<file path="config.mk">
export PLATFORM = sky130hd
export DESIGN_NAME = inst_fetch_queue
export DESIGN_NICKNAME = d
export VERILOG_FILES = /design/src/rtl/inst_fetch_queue.sv
export SDC_FILE = /design/constraint.sdc
export NUM_CORES = 2
export LEC_CHECK = 0
export BUFFER_PORTS_ARGS = -buffer_cell sky130_fd_sc_hd__buf_2
export CAP_MARGIN = 5
export CORE_ASPECT_RATIO = 0.6
export CORE_MARGIN = 8
export CORE_UTILIZATION = 35
export CTS_CLUSTER_DIAMETER = 150
export DETAILED_ROUTE_END_ITERATION = 12
export SETUP_SLACK_MARGIN = 0.15
export SLEW_MARGIN = 20
export SYNTH_ARGS = -nofsm -noshare
export SYNTH_HDL_FRONTEND = slang
export SYNTH_SLANG_ARGS = --single-unit
</file>
<file path="constraint.sdc">
create_clock -name clk -period 9.2 [get_ports clk]
set_input_delay 1.84 -clock clk [delete_from_list [all_inputs] [get_ports clk]]
set_output_delay 1.84 -clock clk [all_outputs]
set_load 0.005 [all_outputs]
</file>
<file path="src/rtl/inst_fetch_queue.sv">
// -----------------------------------------------------------------------------
// inst_fetch_queue
//
// Decoupling FIFO between fetch and decode. Fetch presents up to IN_WIDTH
// slots per cycle with an arbitrary valid pattern. Valid slots are compacted,
// in ascending slot order, into a circular buffer. Decode sees the oldest
// OUT_WIDTH entries and consumes any number of them from the head each cycle.
// A flush empties the queue in a single cycle.
//
// Handshake semantics:
//   fetch -> queue : a group {in_valid, in_data} is taken when in_allowin is
//                    high, flush is low and at least one in_valid bit is set.
//                    When in_allowin is low fetch holds its group; nothing is
//                    written. in_allowin depends only on the registered count.
//   queue -> decode: out_valid[j] marks entry head+j as present; decode takes
//                    the first out_accept entries, which must not exceed the
//                    number of valid slots. Larger requests are clamped.
//
// Ports:
//   clk, reset   clock, synchronous active-high reset
//   flush        discard all contents (next cycle empty)
//   in_valid     per-slot valid from fetch
//   in_data      slot i payload at [i*DATA_W +: DATA_W]
//   in_allowin   a full IN_WIDTH group fits this cycle
//   out_valid    slot j holds a valid entry
//   out_data     slot j payload = entry at head+j
//   out_accept   number of head entries consumed this cycle
//   count        current occupancy
//   empty        count == 0
// -----------------------------------------------------------------------------
module inst_fetch_queue #(
   parameter int IN_WIDTH  = 2,
   parameter int OUT_WIDTH = 2,
   parameter int DEPTH     = 16,
   parameter int DATA_W    = 64
) (
   input  logic                           clk,
   input  logic                           reset,
   input  logic                           flush,
   input  logic [IN_WIDTH-1:0]            in_valid,
   input  logic [IN_WIDTH*DATA_W-1:0]     in_data,
   output logic                           in_allowin,
   output logic [OUT_WIDTH-1:0]           out_valid,
   output logic [OUT_WIDTH*DATA_W-1:0]    out_data,
   input  logic [$clog2(OUT_WIDTH+1)-1:0] out_accept,
   output logic [$clog2(DEPTH+1)-1:0]     count,
   output logic                           empty
);

   localparam int PW = $clog2(DEPTH);
   localparam int CW = $clog2(DEPTH+1);

   logic [DATA_W-1:0] mem [DEPTH];
   logic [PW-1:0]     head;
   logic [PW-1:0]     tail;

   logic [CW-1:0]     free_slots;
   logic [CW-1:0]     enq_k;
   logic [CW-1:0]     enq_n;
   logic [CW-1:0]     deq_avail;
   logic [CW-1:0]     accept_ext;
   logic [CW-1:0]     deq_a;
   logic [PW-1:0]     slot_off [IN_WIDTH];
   logic              enq_fire;

   // Credit toward fetch comes from the registered count only, so there is
   // no combinational path from out_accept to in_allowin.
   assign free_slots = CW'(DEPTH) - count;
   assign in_allowin = (free_slots >= CW'(IN_WIDTH));
   assign empty      = (count == '0);
   assign enq_fire   = in_allowin && (|in_valid) && !flush;
   assign enq_n      = enq_fire ? enq_k : '0;

   // Compaction: each valid slot's write offset is the number of valid
   // slots below it; enq_k ends up as the total popcount.
   always_comb begin
      enq_k = '0;
      for (int i = 0; i < IN_WIDTH; i++) begin
         slot_off[i] = PW'(enq_k);
         enq_k       = enq_k + CW'(in_valid[i]);
      end
   end

   // Decode may take at most min(count, OUT_WIDTH); anything above is clamped.
   always_comb begin
      deq_avail  = (count < CW'(OUT_WIDTH)) ? count : CW'(OUT_WIDTH);
      accept_ext = CW'(out_accept);
      deq_a      = (accept_ext < deq_avail) ? accept_ext : deq_avail;
   end

   // Head-relative combinational read; pointer sum wraps mod DEPTH.
   always_comb begin
      out_valid = '0;
      out_data  = '0;
      for (int j = 0; j < OUT_WIDTH; j++) begin
         out_valid[j]                  = (CW'(j) < count);
         out_data[j*DATA_W +: DATA_W]  = mem[head + PW'(j)];
      end
   end

   // Storage: only valid slots are written, at tail + compacted offset.
   always_ff @(posedge clk) begin
      if (enq_fire) begin
         for (int i = 0; i < IN_WIDTH; i++) begin
            if (in_valid[i]) begin
               mem[tail + slot_off[i]] <= in_data[i*DATA_W +: DATA_W];
            end
         end
      end
   end

   // Pointers and occupancy. Reset and flush both empty the queue and drop
   // any enqueue/dequeue presented in the same cycle.
   always_ff @(posedge clk) begin
      if (reset || flush) begin
         head  <= '0;
         tail  <= '0;
         count <= '0;
      end else begin
         head  <= head + PW'(deq_a);
         tail  <= tail + PW'(enq_n);
         count <= count + enq_n - deq_a;
      end
   end

   accept_legal: assert property (@(posedge clk) disable iff (reset)
                                  accept_ext <= deq_avail);

endmodule

</file>
Yosys cells after proc, flatten, opt, wreduce, memory -nomap -nowiden
Memory sizes are Yosys's and may differ from the RTL's. A register that Yosys moved wholly into a read port is not among the register bits.
Index checks and enable logic that the tools add are counted.
Cells by class
  mux-type cells: 10
  multiply operators: 0
  shifts and indexed selects: 0
  eq/ne operators: 0
  bitwise gates (word level): 0
  order comparisons: 5
  add/subtract/negate cells: 8
  divide/modulo/power cells: 0
  reduce and logical (&&, ||, !) cells: 6
Operators with widths (number)
  $mux W5: 3
  $lt A1 B5 Y1 const A: 2
  $add A4 B4 Y4: 2
  $mux W1: 6
  $add A5 B5 Y5: 1
  $ge A5 B2 Y1 const B: 1
  $logic_not A5 Y1: 1
  $lt A2 B5 Y1: 1
  $lt A5 B2 Y1 const B: 1
  $sub A5 B5 Y5: 1
  $sub A5 B5 Y5 const A: 1
  $add A4 B1 Y4: 1
  $add A4 B1 Y4 const B: 1
  $mux W4: 1
  $add A1 B1 Y2: 1
  $logic_and A1 B1 Y1: 2
  $reduce_or A2 Y1: 1
  $logic_not A1 Y1: 1
  $logic_or A1 B1 Y1: 1
Word-level totals
  latch bits: 0
  memory bits (read-only): 0
  bits of input ports: 135
  flip-flop bits (word level): 13
  memories kept: 1
  RAM bits: 1024
Memory list
  mem: words 16, bits a word 64, rd ports 2, clocked after memory_dff 1, write ports 2, line 53  | logic [DATA_W-1:0] mem [DEPTH];

Longest topological paths before layout
  depth in word-level cells: 7
  depth in mapped cells: 17
  gate-level depth less buffers: 17

Worst setup path before layout
No wires, ideal clock.
  path type: input port to flip-flop
  from: input in_valid[0]
  to: memory mem[8][0], enable pin
  required time: 8.626 ns
  stages on the path: 5
  path slack: 1.532 ns
  arrival: 7.094 ns
  setup time: 0.574 ns
  buffers on the path: 0
  cell sequence: inv_1 -> ha_1 -> nor2_1 -> nand4_1 -> o21ai_0
RTL lines
  from (decl): line 40  | input logic [IN_WIDTH-1:0] in_valid,
  to (decl): line 53

Final worst setup path
  from: register head[0]
  to: output out_data[67]
On the way
  cells in the longest elaborated chain, start to end: 2
Ends and longest elaborated chain
  from (decl): line 54  | logic [PW-1:0] head;
  from (signal assigned): line 120  | head <= head + PW'(deq_a);
  $add A4 B1 Y4: line 97  | out_data[j*DATA_W +: DATA_W] = mem[head + PW'(j)];
  $mem_v2 Z16 W64
  to (decl): line 44  | output logic [OUT_WIDTH*DATA_W-1:0] out_data,
No other way between the ends.

==> results_dict.tcl <==
set metrics [dict create \
    ys_warn_count 0 \
    postCtsSetupBuffers 0 \
    die_height_um 335.0 \
    syn_area_per_cell_um2 16.19 \
    synthFlopType "edfxtp_1" \
    wl_per_cell_um 38.21 \
    status "complete, no violations" \
    finClkSkew_ns 0.05123 \
    port_buffers 271 \
    hold_path.startpoint "tail[0]" \
    clock_sinks 1037 \
    worstReg2RegStart "count[1]" \
    p_leak_nw 19.14 \
    cellPowerDensity_nw_per_um2 255.2 \
    crit_type "reg -> out" \
    ios 272 \
    vias_per_cell 6.974 \
    cts_tree "built" \
    critPathMaxFanout 126 \
    wl_met1_um 90680 \
    crit_path_start_kind "flip-flop" \
    met2_length_um 92620 \
    drc 0 \
    clk_pin_slew_ns 0.07 \
    start_util_pct 35.10 \
    wirelength_um 228500 \
    fin_hold_ws_ns 0.7002 \
    worst_slew_pin_slew_ns 1.496 \
    syn_inst 3665 \
    netlist_area_um2 59350 \
    period_minus_slack_ns 6.517 \
    async_reset_ff_share_pct 0 \
    grt-ovfl-total 0 \
    clockBufferDepth 3 \
    r2r_end "mem[12][52]" \
    rsz0062_at_grt "no" \
    ys_types 53 \
    grt_max_degree 145 \
    max_slew_margin_pct 0.2469 \
    fp.dieW_um 547.6 \
    dr.pass1.iters 5 \
    hold_path_end "tail[0]" \
    global_route.usage.total_pct 24.06 \
    gp_routability_congestion 0.8547 \
    vias 41710 \
    fin_setup_tns_ns 0 \
    rows 117 \
    nets 3759 \
    grt_first_pass_wirelength_um 318900 \
    end_kind "output pin" \
    timing.max_cap.violations 0 \
    design.die.area_um2 183400 \
    ant_nets 0 \
    worstPathRequired_ns 7.36 \
    setup_viol 0 \
    drive_above_1_share_pct 32.37 \
    syn_nets 3826 \
    antenna_found_initial 50 \
    htree_levels 3 \
    core-area_um2 169100 \
    numCtsBuffers 103 \
    syn_to_final_growth_pct 10.34 \
    wl_met3_um 40030 \
    min_path_type "reg -> reg" \
    fillCellCount 15440 \
    yosysSeqAreaShare_pct 52.25 \
    reg2reg_slack_ns 4.44 \
    holdBufCountCts 0 \
    whs_path_depth 2 \
    cts_resized 0 \
    hold_violations 0 \
    clock_latency_ns 0.75 \
    cts-root-buf "clkbuf_16" \
    finalMaxSlewViolations 0 \
    grt_pass1_vias 40030 \
    period_share_pct 70.84 \
    worst_ep_arrival_time_ns 4.68 \
    fmaxAchievable_ghz 0.1534 \
    synth-seq-cells 1037 \
    synth-edff-count 1024 \
    hpwlAfterDp_um 136200 \
    reg2reg_depth 10 \
    drt_iter0_markers 6737 \
    highest_layer "met5" \
    peakVddDrop_mv 0.3248 \
]
flip-flops by register name, summed over array words and instances, names as in the netlist:
| name | count |
|---|---|
| tail | 4 |
| count | 5 |
| mem | 1024 |
| head | 4 |
placed cells by master, fill, tap and decap left out, types with 9 or more instances in the layout:
| cell | synthesis | layout |
|---|---|---|
| diode_2 | 0 | 35 |
| dfxtp_1 | 13 | 9 |
| clkbuf_1 | 151 | 28 |
| buf_2 | 250 | 271 |
| o21ai_4 | 0 | 15 |
| mux4_2 | 640 | 640 |
| nand2_1 | 135 | 133 |
| ha_1 | 22 | 21 |
| nor2_1 | 14 | 13 |
| o2bb2ai_1 | 1024 | 1024 |
| edfxtp_1 | 1024 | 1024 |
| inv_1 | 18 | 18 |
| o21ai_0 | 145 | 130 |
| clkinv_1 | 0 | 26 |
| clkbuf_16 | 0 | 103 |
| buf_4 | 62 | 83 |
| clkinv_2 | 0 | 23 |
| buf_12 | 0 | 11 |
routing by layer:
metal	global-route usage, %	vias to the layer above
met3	11.04	370
met4	5.560	12
met5	0	-
met1	34.88	21800
li1	-	15890
met2	32.56	3641
final cells by class:
cell class                 instances  area [µm²]  share of cell area (%)
multi-input combinational       2072       26120                   39.88
antenna                           35       87.58                  0.1337
timing repair buffer             366        2211                   3.376
clock inverter                    61       466.7                  0.7127
sequential                      1037       31020                   47.38
inverter                          18       67.56                  0.1032
clock buffer                     131        2683                   4.097
tap                             2261        2829                   4.320
through the flow:
step | area (µm²) | power, W | instances | setup slack (ns) | util, %
2_1_floorplan | 59350 | 0.01003 | 3665 | 1.532 | -
3_3_place_gp | 62240 | 0.01253 | 5754 | 3.064 | 36.81
3_5_place_dp | 62250 | 0.01255 | 5754 | 3.005 | 36.82
4_1_cts | 65400 | 0.01670 | 5946 | 2.521 | 38.68
5_1_grt | 65420 | 0.01725 | 5956 | 2.399 | 38.69
6_report | 65480 | 0.01671 | 5981 | 2.683 | 38.73
report_power, final:
part	switching, W	internal, W
Combinational	0.00375	0.00325
Clock	0.00198	0.00221
Sequential	0.000175	0.00536
Total	0.00590	0.0108
Yosys cell counts, drive strengths merged (2+ instances only):
cell type	n	area, µm²
or3	3	18.77
nor2	14	52.55
nand3	13	65.06
clkbuf	151	566.8
nor2b	3	18.77
edfxtp	1024	30750
o2bb2ai	1024	8969
a21o	2	15.01
nand4	2	12.51
and2	6	37.54
xor2	5	43.79
inv	18	67.56
and3	4	25.02
fa	4	80.08
xnor2	3	33.79
o211ai	7	57.55
mux4	640	14410
nor3	2	10.01
o21ai	145	725.7
nand2b	3	18.77
or2	2	12.51
conb	2	7.510
ha	22	275.3
dfxtp	13	260.3
a21oi	8	47.55
nand2	137	519.3
buf	387	2013
o2111ai	2	52.55
and4	2	17.52
critical path, stage by stage, from the launching register on:
cell and delay, ns:
dfxtp_4 0.85, buf_12 0.57, buf_12 0.66, mux4_2 0.62, mux4_2 0.70, buf_2 0.22
logic make-up (layout without fill, tap and decap cells):
| kind of cell | after synthesis | count (layout) | synth area share, % |
|---|---|---|---|
| buffers and inverters | 556 | 576 | 4.461 |
| and+or+nand+nor | 196 | 196 | 1.438 |
| DFF | 1037 | 1037 | 52.25 |
| other | 2 | 37 | 0.01265 |
| xor gates and xnor gates | 8 | 8 | 0.1307 |
| AOI/OAI and AO/OA | 1198 | 1198 | 16.79 |
| adders and majority gates | 26 | 26 | 0.5987 |
| muxes | 642 | 642 | 24.32 |
worst max-delay path by stage:
stage | start | endpoint | slack (ns) | cells past startpoint
2_1_floorplan | in_valid[0] | mem[8][0] | 1.53 | 5
5_1_grt | head[1] | out_data[35] | 2.40 | 5
3_3_place_gp | in_valid[0] | mem[1][31] | 3.06 | 10
4_1_cts | head[1] | out_data[35] | 2.52 | 5
6_report | head[0] | out_data[67] | 2.68 | 5
3_5_place_dp | in_valid[0] | mem[1][37] | 3.01 | 10
No activity file was read; power rests on OpenSTA's default activity.
